### config.mk
export PLATFORM = sky130hd
export DESIGN_NAME = match_controller
export DESIGN_NICKNAME = d
export VERILOG_FILES = /design/src/rtl/tron_pkg.sv /design/src/rtl/match_controller_frame_timer.sv /design/src/rtl/match_controller.sv
export SDC_FILE = /design/constraint.sdc
export NUM_CORES = 1
export LEC_CHECK = 0
export ABC_AREA = 1
export CAP_MARGIN = 15
export CORE_MARGIN = 5
export CORE_UTILIZATION = 35
export CTS_BUF_LIST = sky130_fd_sc_hd__clkbuf_4
export CTS_CLUSTER_SIZE = 8
export DETAILED_ROUTE_END_ITERATION = 7
export GPL_TIMING_DRIVEN = 0
export HOLD_SLACK_MARGIN = 0.02
export PLACE_DENSITY = 0.67
export SETUP_SLACK_MARGIN = 0.4
export SLEW_MARGIN = 20
export SYNTH_ARGS = -nofsm -noshare
export SYNTH_HDL_FRONTEND = slang
export SYNTH_HIERARCHICAL = 1
export SYNTH_SLANG_ARGS = --single-unit
### constraint.sdc
create_clock -name Clk -period 2 [get_ports Clk]
set_input_delay 0.3 -clock Clk [delete_from_list [all_inputs] [get_ports Clk]]
set_output_delay 0.3 -clock Clk [all_outputs]
set_load 0.05 [all_outputs]
### src/rtl/tron_pkg.sv
// ---------------------------------------------------------------------------
// tron_pkg
// Shared types for the light-cycle match sequencer.
//   game_state_t  : encoding of the top-level game-state FSM that drives the
//                   sequencer's Game_State input
//   match_state_t : internal states of match_controller
//   timer_width() : bit width of the shared frame down-counter
// ---------------------------------------------------------------------------
package tron_pkg;

  typedef enum logic [2:0] {
    MENU          = 3'd0,
    ROUND_PAUSED  = 3'd1,
    ROUND_STARTED = 3'd2,
    BLUE_WINS     = 3'd3,
    RED_WINS      = 3'd4
  } game_state_t;

  typedef enum logic [2:0] {
    IDLE,
    COUNTDOWN,
    PLAY,
    ROUND_END,
    WAIT_EXIT
  } match_state_t;

  // The counter only ever holds (frames - 1), so $clog2 of the larger frame
  // count is enough; floor at 1 bit so a 1-frame setting still elaborates.
  function automatic int timer_width(input int a, input int b);
    int m;
    m = (a > b) ? a : b;
    return ($clog2(m) < 1) ? 1 : $clog2(m);
  endfunction

endpackage

### src/rtl/match_controller_frame_timer.sv
// ---------------------------------------------------------------------------
// frame_timer
// Loadable down-counter measuring video frames. Load wins over tick; the
// count stops at zero.
//   Clk      : system clock
//   Reset_n  : asynchronous active-low reset (count cleared to 0)
//   load     : load load_val this cycle
//   load_val : value to load
//   tick     : decrement by one (ignored at zero)
//   zero     : count is zero
// ---------------------------------------------------------------------------
module frame_timer #(
  parameter int W = 7
) (
  input  logic         Clk,
  input  logic         Reset_n,
  input  logic         load,
  input  logic [W-1:0] load_val,
  input  logic         tick,
  output logic         zero
);

  logic [W-1:0] r_count;

  always_ff @(posedge Clk or negedge Reset_n) begin
    if (!Reset_n) begin
      r_count <= '0;
    end else if (load) begin
      r_count <= load_val;
    end else if (tick && (r_count != '0)) begin
      r_count <= r_count - 1'b1;
    end
  end

  assign zero = (r_count == '0);

endmodule

### src/rtl/match_controller.sv
// ---------------------------------------------------------------------------
// match_controller
// Round/match sequencer for the two-player light-cycle game: runs the 3-2-1
// countdown, gates motion, scores crashes once per frame and reports the
// round/match result back to the game-state FSM.
//   Clk, Reset_n           : clock, asynchronous active-low reset
//   frame_tick             : one-cycle pulse per video frame
//   Game_State             : top-level game state
//   blue_crash, red_crash  : collision levels, valid on frame_tick
//   motion_en              : players may advance
//   countdown              : digit shown during countdown (3,2,1; else 0)
//   blue_score, red_score  : rounds won, saturating at WIN_SCORE
//   Reset_Round            : pulse, round over and match continues
//   Blue_W, Red_W          : pulse, match won
//
// state     | meaning
// ----------+-----------------------------------------------------------
// IDLE      | waiting for Game_State == ROUND_STARTED
// COUNTDOWN | showing 3,2,1, COUNT_FRAMES frames per digit, motion held
// PLAY      | players moving, crashes sampled on frame_tick
// ROUND_END | holding END_FRAMES frames after a crash, then result pulse
// WAIT_EXIT | result issued, waiting for Game_State to leave ROUND_STARTED
// ---------------------------------------------------------------------------
module match_controller
  import tron_pkg::*;
#(
  parameter int WIN_SCORE    = 3,
  parameter int COUNT_FRAMES = 60,
  parameter int END_FRAMES   = 90,
  parameter int SCORE_W      = 4
) (
  input  logic               Clk,
  input  logic               Reset_n,
  input  logic               frame_tick,
  input  game_state_t        Game_State,
  input  logic               blue_crash,
  input  logic               red_crash,
  output logic               motion_en,
  output logic [1:0]         countdown,
  output logic [SCORE_W-1:0] blue_score,
  output logic [SCORE_W-1:0] red_score,
  output logic               Reset_Round,
  output logic               Blue_W,
  output logic               Red_W
);

  localparam int TW = timer_width(COUNT_FRAMES, END_FRAMES);
  localparam logic [TW-1:0]      CNT_LOAD = TW'(COUNT_FRAMES - 1);
  localparam logic [TW-1:0]      END_LOAD = TW'(END_FRAMES - 1);
  localparam logic [SCORE_W-1:0] WIN      = SCORE_W'(WIN_SCORE);

  if ((WIN_SCORE < 1) || (WIN_SCORE > 15) || (WIN_SCORE > (2 ** SCORE_W) - 1)) begin : g_bad_score_w
    $error("match_controller: WIN_SCORE must be 1..15 and fit in SCORE_W bits");
  end

  match_state_t       r_state;
  logic [1:0]         r_countdown;
  logic               r_motion_en;
  logic [SCORE_W-1:0] r_blue_score;
  logic [SCORE_W-1:0] r_red_score;
  logic               r_reset_round;
  logic               r_blue_w;
  logic               r_red_w;

  logic               w_abort;
  logic               w_crash;
  logic               w_zero;
  logic               w_load;
  logic               w_tick;
  logic [TW-1:0]      w_load_val;

  // Leaving ROUND_STARTED mid-round cancels it without a result pulse.
  assign w_abort = (Game_State != ROUND_STARTED) &&
                   ((r_state == COUNTDOWN) || (r_state == PLAY) || (r_state == ROUND_END));
  assign w_crash = frame_tick && (blue_crash || red_crash);

  // Timer loads on state entry (and per countdown digit); a tick in the
  // entry cycle is swallowed because load wins inside the timer.
  always_comb begin
    w_load     = 1'b0;
    w_load_val = CNT_LOAD;
    w_tick     = 1'b0;
    if (!w_abort) begin
      case (r_state)
        IDLE:      w_load = (Game_State == ROUND_STARTED);
        COUNTDOWN: begin
          if (frame_tick && !w_zero)                        w_tick = 1'b1;
          else if (frame_tick && (r_countdown > 2'd1))      w_load = 1'b1;
        end
        PLAY: begin
          if (w_crash) begin
            w_load     = 1'b1;
            w_load_val = END_LOAD;
          end
        end
        ROUND_END: w_tick = frame_tick && !w_zero;
        default:   ;
      endcase
    end
  end

  frame_timer #(.W(TW)) u_frame_timer (
    .Clk      (Clk),
    .Reset_n  (Reset_n),
    .load     (w_load),
    .load_val (w_load_val),
    .tick     (w_tick),
    .zero     (w_zero)
  );

  function automatic logic [SCORE_W-1:0] sat_inc(input logic [SCORE_W-1:0] s);
    return (s >= WIN) ? s : s + 1'b1;
  endfunction

  always_ff @(posedge Clk or negedge Reset_n) begin
    if (!Reset_n) begin
      r_state       <= IDLE;
      r_countdown   <= 2'd0;
      r_motion_en   <= 1'b0;
      r_blue_score  <= '0;
      r_red_score   <= '0;
      r_reset_round <= 1'b0;
      r_blue_w      <= 1'b0;
      r_red_w       <= 1'b0;
    end else begin
      r_reset_round <= 1'b0;
      r_blue_w      <= 1'b0;
      r_red_w       <= 1'b0;
      if (w_abort) begin
        r_state     <= IDLE;
        r_motion_en <= 1'b0;
        r_countdown <= 2'd0;
      end else begin
        case (r_state)
          IDLE: begin
            r_motion_en <= 1'b0;
            if (Game_State == ROUND_STARTED) begin
              r_state     <= COUNTDOWN;
              r_countdown <= 2'd3;
            end
          end
          COUNTDOWN: begin
            if (frame_tick && w_zero) begin
              if (r_countdown > 2'd1) begin
                r_countdown <= r_countdown - 2'd1;
              end else begin
                r_countdown <= 2'd0;
                r_motion_en <= 1'b1;
                r_state     <= PLAY;
              end
            end
          end
          PLAY: begin
            if (w_crash) begin
              // The crashing player's opponent takes the round; both = draw.
              if (blue_crash && !red_crash) r_red_score  <= sat_inc(r_red_score);
              if (red_crash && !blue_crash) r_blue_score <= sat_inc(r_blue_score);
              r_motion_en <= 1'b0;
              r_state     <= ROUND_END;
            end
          end
          ROUND_END: begin
            if (frame_tick && w_zero) begin
              if (r_blue_score >= WIN)     r_blue_w      <= 1'b1;
              else if (r_red_score >= WIN) r_red_w       <= 1'b1;
              else                         r_reset_round <= 1'b1;
              r_state <= WAIT_EXIT;
            end
          end
          WAIT_EXIT: begin
            if (Game_State != ROUND_STARTED) r_state <= IDLE;
          end
          default: r_state <= IDLE;
        endcase
      end
      if (Game_State == MENU) begin
        r_blue_score <= '0;
        r_red_score  <= '0;
      end
    end
  end

  assign motion_en   = r_motion_en;
  assign countdown   = r_countdown;
  assign blue_score  = r_blue_score;
  assign red_score   = r_red_score;
  assign Reset_Round = r_reset_round;
  assign Blue_W      = r_blue_w;
  assign Red_W       = r_red_w;

endmodule

==> results.cfg <==
[die]
dieArea_um2 = 5740
fp.dieH_um = 75.7
initial_utilization = 0.355
rows = 24
fp.dieW_um = 75.7
core_um2 = 4260
boundaryPins = 22

[synth]
synthXorXnorAreaFrac = 0
yosys_warnings = 6
async_flop_share = 1.00
synthTopCellsByArea = dfrtp_1, nand2_1, nand3_1, inv_1, nor2_1
synthMostInstantiatedCell = nand2_1
ys_ff_latch = 24
synth_compound_area_frac = 0.0645
synth_area_um2 = 1510
synth_simple_gate_area_share = 0.419
synth_top_area_frac = 0.397
synth-seq-area-share = 0.397
synth_cell_types = 23
synth_edf_count = 0
synth_top_area_cell = dfrtp_1
synth_common_cells = nand2_1, inv_1, nand3_1, nor2_1, dfrtp_1
avgSynthCellArea_um2 = 6.91
synth.area.mux_share = 0
ys.flop_type = dfrtp_1
synth_top_family_by_area = simple AND/OR/NAND/NOR gates
syn_inst = 219
synthAdderAreaFrac = 0.0248

[clock_tree]
clkLatencyLatePin_ns = 0.32
cts_tree = built
cts_buffers = 3
cts-root-buf = clkbuf_4
clk_pin_slew_worst_paths_ns = 0.13
ctsLongestPathBuffers = 2
cts.sinks = 24
htree_levels = 1

[timing]
holdWs_ns = 0.344
slew_headroom = 0.628
worstMarginPinSlew_ns = 0.557
period_share = 0.840
fin_skew_ns = 0.00147
finalSetupViolations = 0
post-route-min-period_ns = 1.68
drv_slew = 0
rsz0062_at_grt = yes
finalHoldViolCount = 0
final.setup.worst_slack_ns = 0.319
max_freq_mhz = 595

[finish]
nets = 282
multiInputGateArea_um2 = 950
diodes = 0
n_fill_cell = 423
instances_no_fill = 321
drive_above_1_share = 0.335
register_area_um2 = 602
area_growth_pct = 44.4

[worst_setup_path]
critPathKind = register to register
cp-endpoint = u_frame_timer/r_count[1]$_DFFE_PN0P_
critPathLaunchType = register
r2r_slack_ns = 0.32
arrival_ns = 1.94
rr_worst_depth = 14
endpoint_kind = register
worstReg2RegEnd = u_frame_timer/r_count[1]$_DFFE_PN0P_
crit_fanout = 5
cp_data_required_time_ns = 2.26
reg2reg_from = u_frame_timer/r_count[5]$_DFFE_PN0P_
crit_start = u_frame_timer/r_count[5]$_DFFE_PN0P_

[pwr]
power.density_nw_per_um2 = 1200
power.total_mw = 2.61
leakage_nw = 1.15
irDropWorstVdd_uv = 518

[route]
dr.pass1.iters = 4
wire_per_inst_um = 11.9
routed_via_density = 4.70
drc = 0
drt_iter0_drc = 64
vias = 1510
wirelength_mm = 3.82
drtAntennaViolNets = 0

[global_route]
grt_pass1_wl_mm = 6.04
grt_max_degree = 25
grtUsageMet2 = 0.249
grt.met1_usage = 0.158
gr-max-usage-layer = met2
grt_pass1_vias = 1388
antenna_found_initial = 0
grt_usage = 0.136
gr-usage-met3 = 0.0383
grt_overflow_total = 0

[place]
numPortBuffers = 21
dpl_worst_slack_ns = -0.370
place.gp.congestion = 0.818
place_inst = 294
dp.final_hpwl_mm = 2.45

[outcome]
status = complete, no violations

[run]
maxCapViolCount = 0

[worst_hold_path]
hp-class = input port to register
## metal layers
metal / part of all wire / up-vias
li1: - / 793
met4: 0.0055 / 0
met5: 0 / -
met1: 0.43 / 699
met2: 0.53 / 16
met3: 0.034 / 2
## where the power goes
group	internal [mW]	leakage, nW	total [mW]	switching, mW
clock network	0.0707	0.0138	0.221	0.151
registers	0.609	0.317	0.727	0.118
logic	0.691	0.824	1.66	0.972
## cell type report
class                   count  area share
plain buffers               1     0.00687
clock buffers               3      0.0103
inverters                  35      0.0636
multi-input cells         161       0.435
flip-flops and latches     24       0.275
well taps                  52      0.0298
repair buffers             45       0.179
## metrics by stage
stage	instance area, um^2	util	setup TNS, ns
floorplan	1560	-	0
global placement	1840	0.430	-2.03
detailed placement	1830	0.429	-2.34
CTS	2030	0.476	0
global route	2180	0.512	0
finish	2180	0.512	0
## placed cells by master (no fill, tap or decap), types with 3 or more instances in the layout
cell,netlist,routed
clkbuf_4,0,3
dlygate4sd2_1,0,8
nand3_2,2,11
buf_6,0,3
inv_2,4,9
nand2_2,4,15
o21ai_2,2,7
nand2_1,63,50
nand3_1,25,16
nor2_2,3,3
nand4_1,5,5
clkdlybuf4s50_1,0,4
nor2_4,2,5
conb_1,2,4
o21ai_1,4,6
a21oi_1,3,3
inv_1,31,24
dfrtp_1,24,23
buf_4,0,19
nor2_1,25,22
clkdlybuf4s15_1,0,3
## flip-flops by register name, summed over array words and instances (netlist names)
register	cells
Blue_W	1
Red_W	1
Reset_Round	1
blue_score	4
countdown	2
motion_en	1
r_state	3
red_score	4
u_frame_timer/r_count	7
## worst max-delay path: stages (launching register included)
cell	delay, ns
dfrtp_1	0.45
nor2_2	0.14
nand2_2	0.10
nor2_4	0.15
nand2_2	0.08
inv_2	0.07
nand3_2	0.06
nand2_1	0.06
nand2_1	0.05
inv_2	0.11
buf_8	0.13
nand2_2	0.05
o21ai_2	0.05
nand2_1	0.06
o21ai_1	0.06
## cells by family after synthesis
kind of cell,after synthesis
adder cells (fa/ha/maj),3
AO/OA/AOI/OAI,18
flip-flops,24
other,2
buffers and inverters,36
AND/OR/NAND/NOR,136
## repair_timing
| action | CTS | global route |
|---|---|---|
| buffers inserted | 13 | 9 |
| setup endpoints to repair | 25 | 18 |
| hold buffers | 1 | 0 |
| gates cloned | 1 | 0 |
| gates resized for setup | 43 | 33 |
| pin swaps | 17 | 19 |
| endpoints found under the hold margin | 24 | 0 |
## worst min path at each step
stage | from | endpoint | cells past startpoint
after floorplan | Reset_n | Blue_W$_DFF_PN0_ | 0
after global placement | motion_en$_DFFE_PN0P_ | motion_en$_DFFE_PN0P_ | 2
after detailed placement | Reset_n | u_frame_timer/r_count[0]$_DFFE_PN0P_ | 1
after CTS | Reset_n | red_score[3]$_DFFE_PN0P_ | 2
after global routing | Game_State[2] | red_score[3]$_DFFE_PN0P_ | 3
final | Game_State[2] | blue_score[3]$_DFFE_PN0P_ | 3
Note: power is estimated with default switching activity, not from simulation.
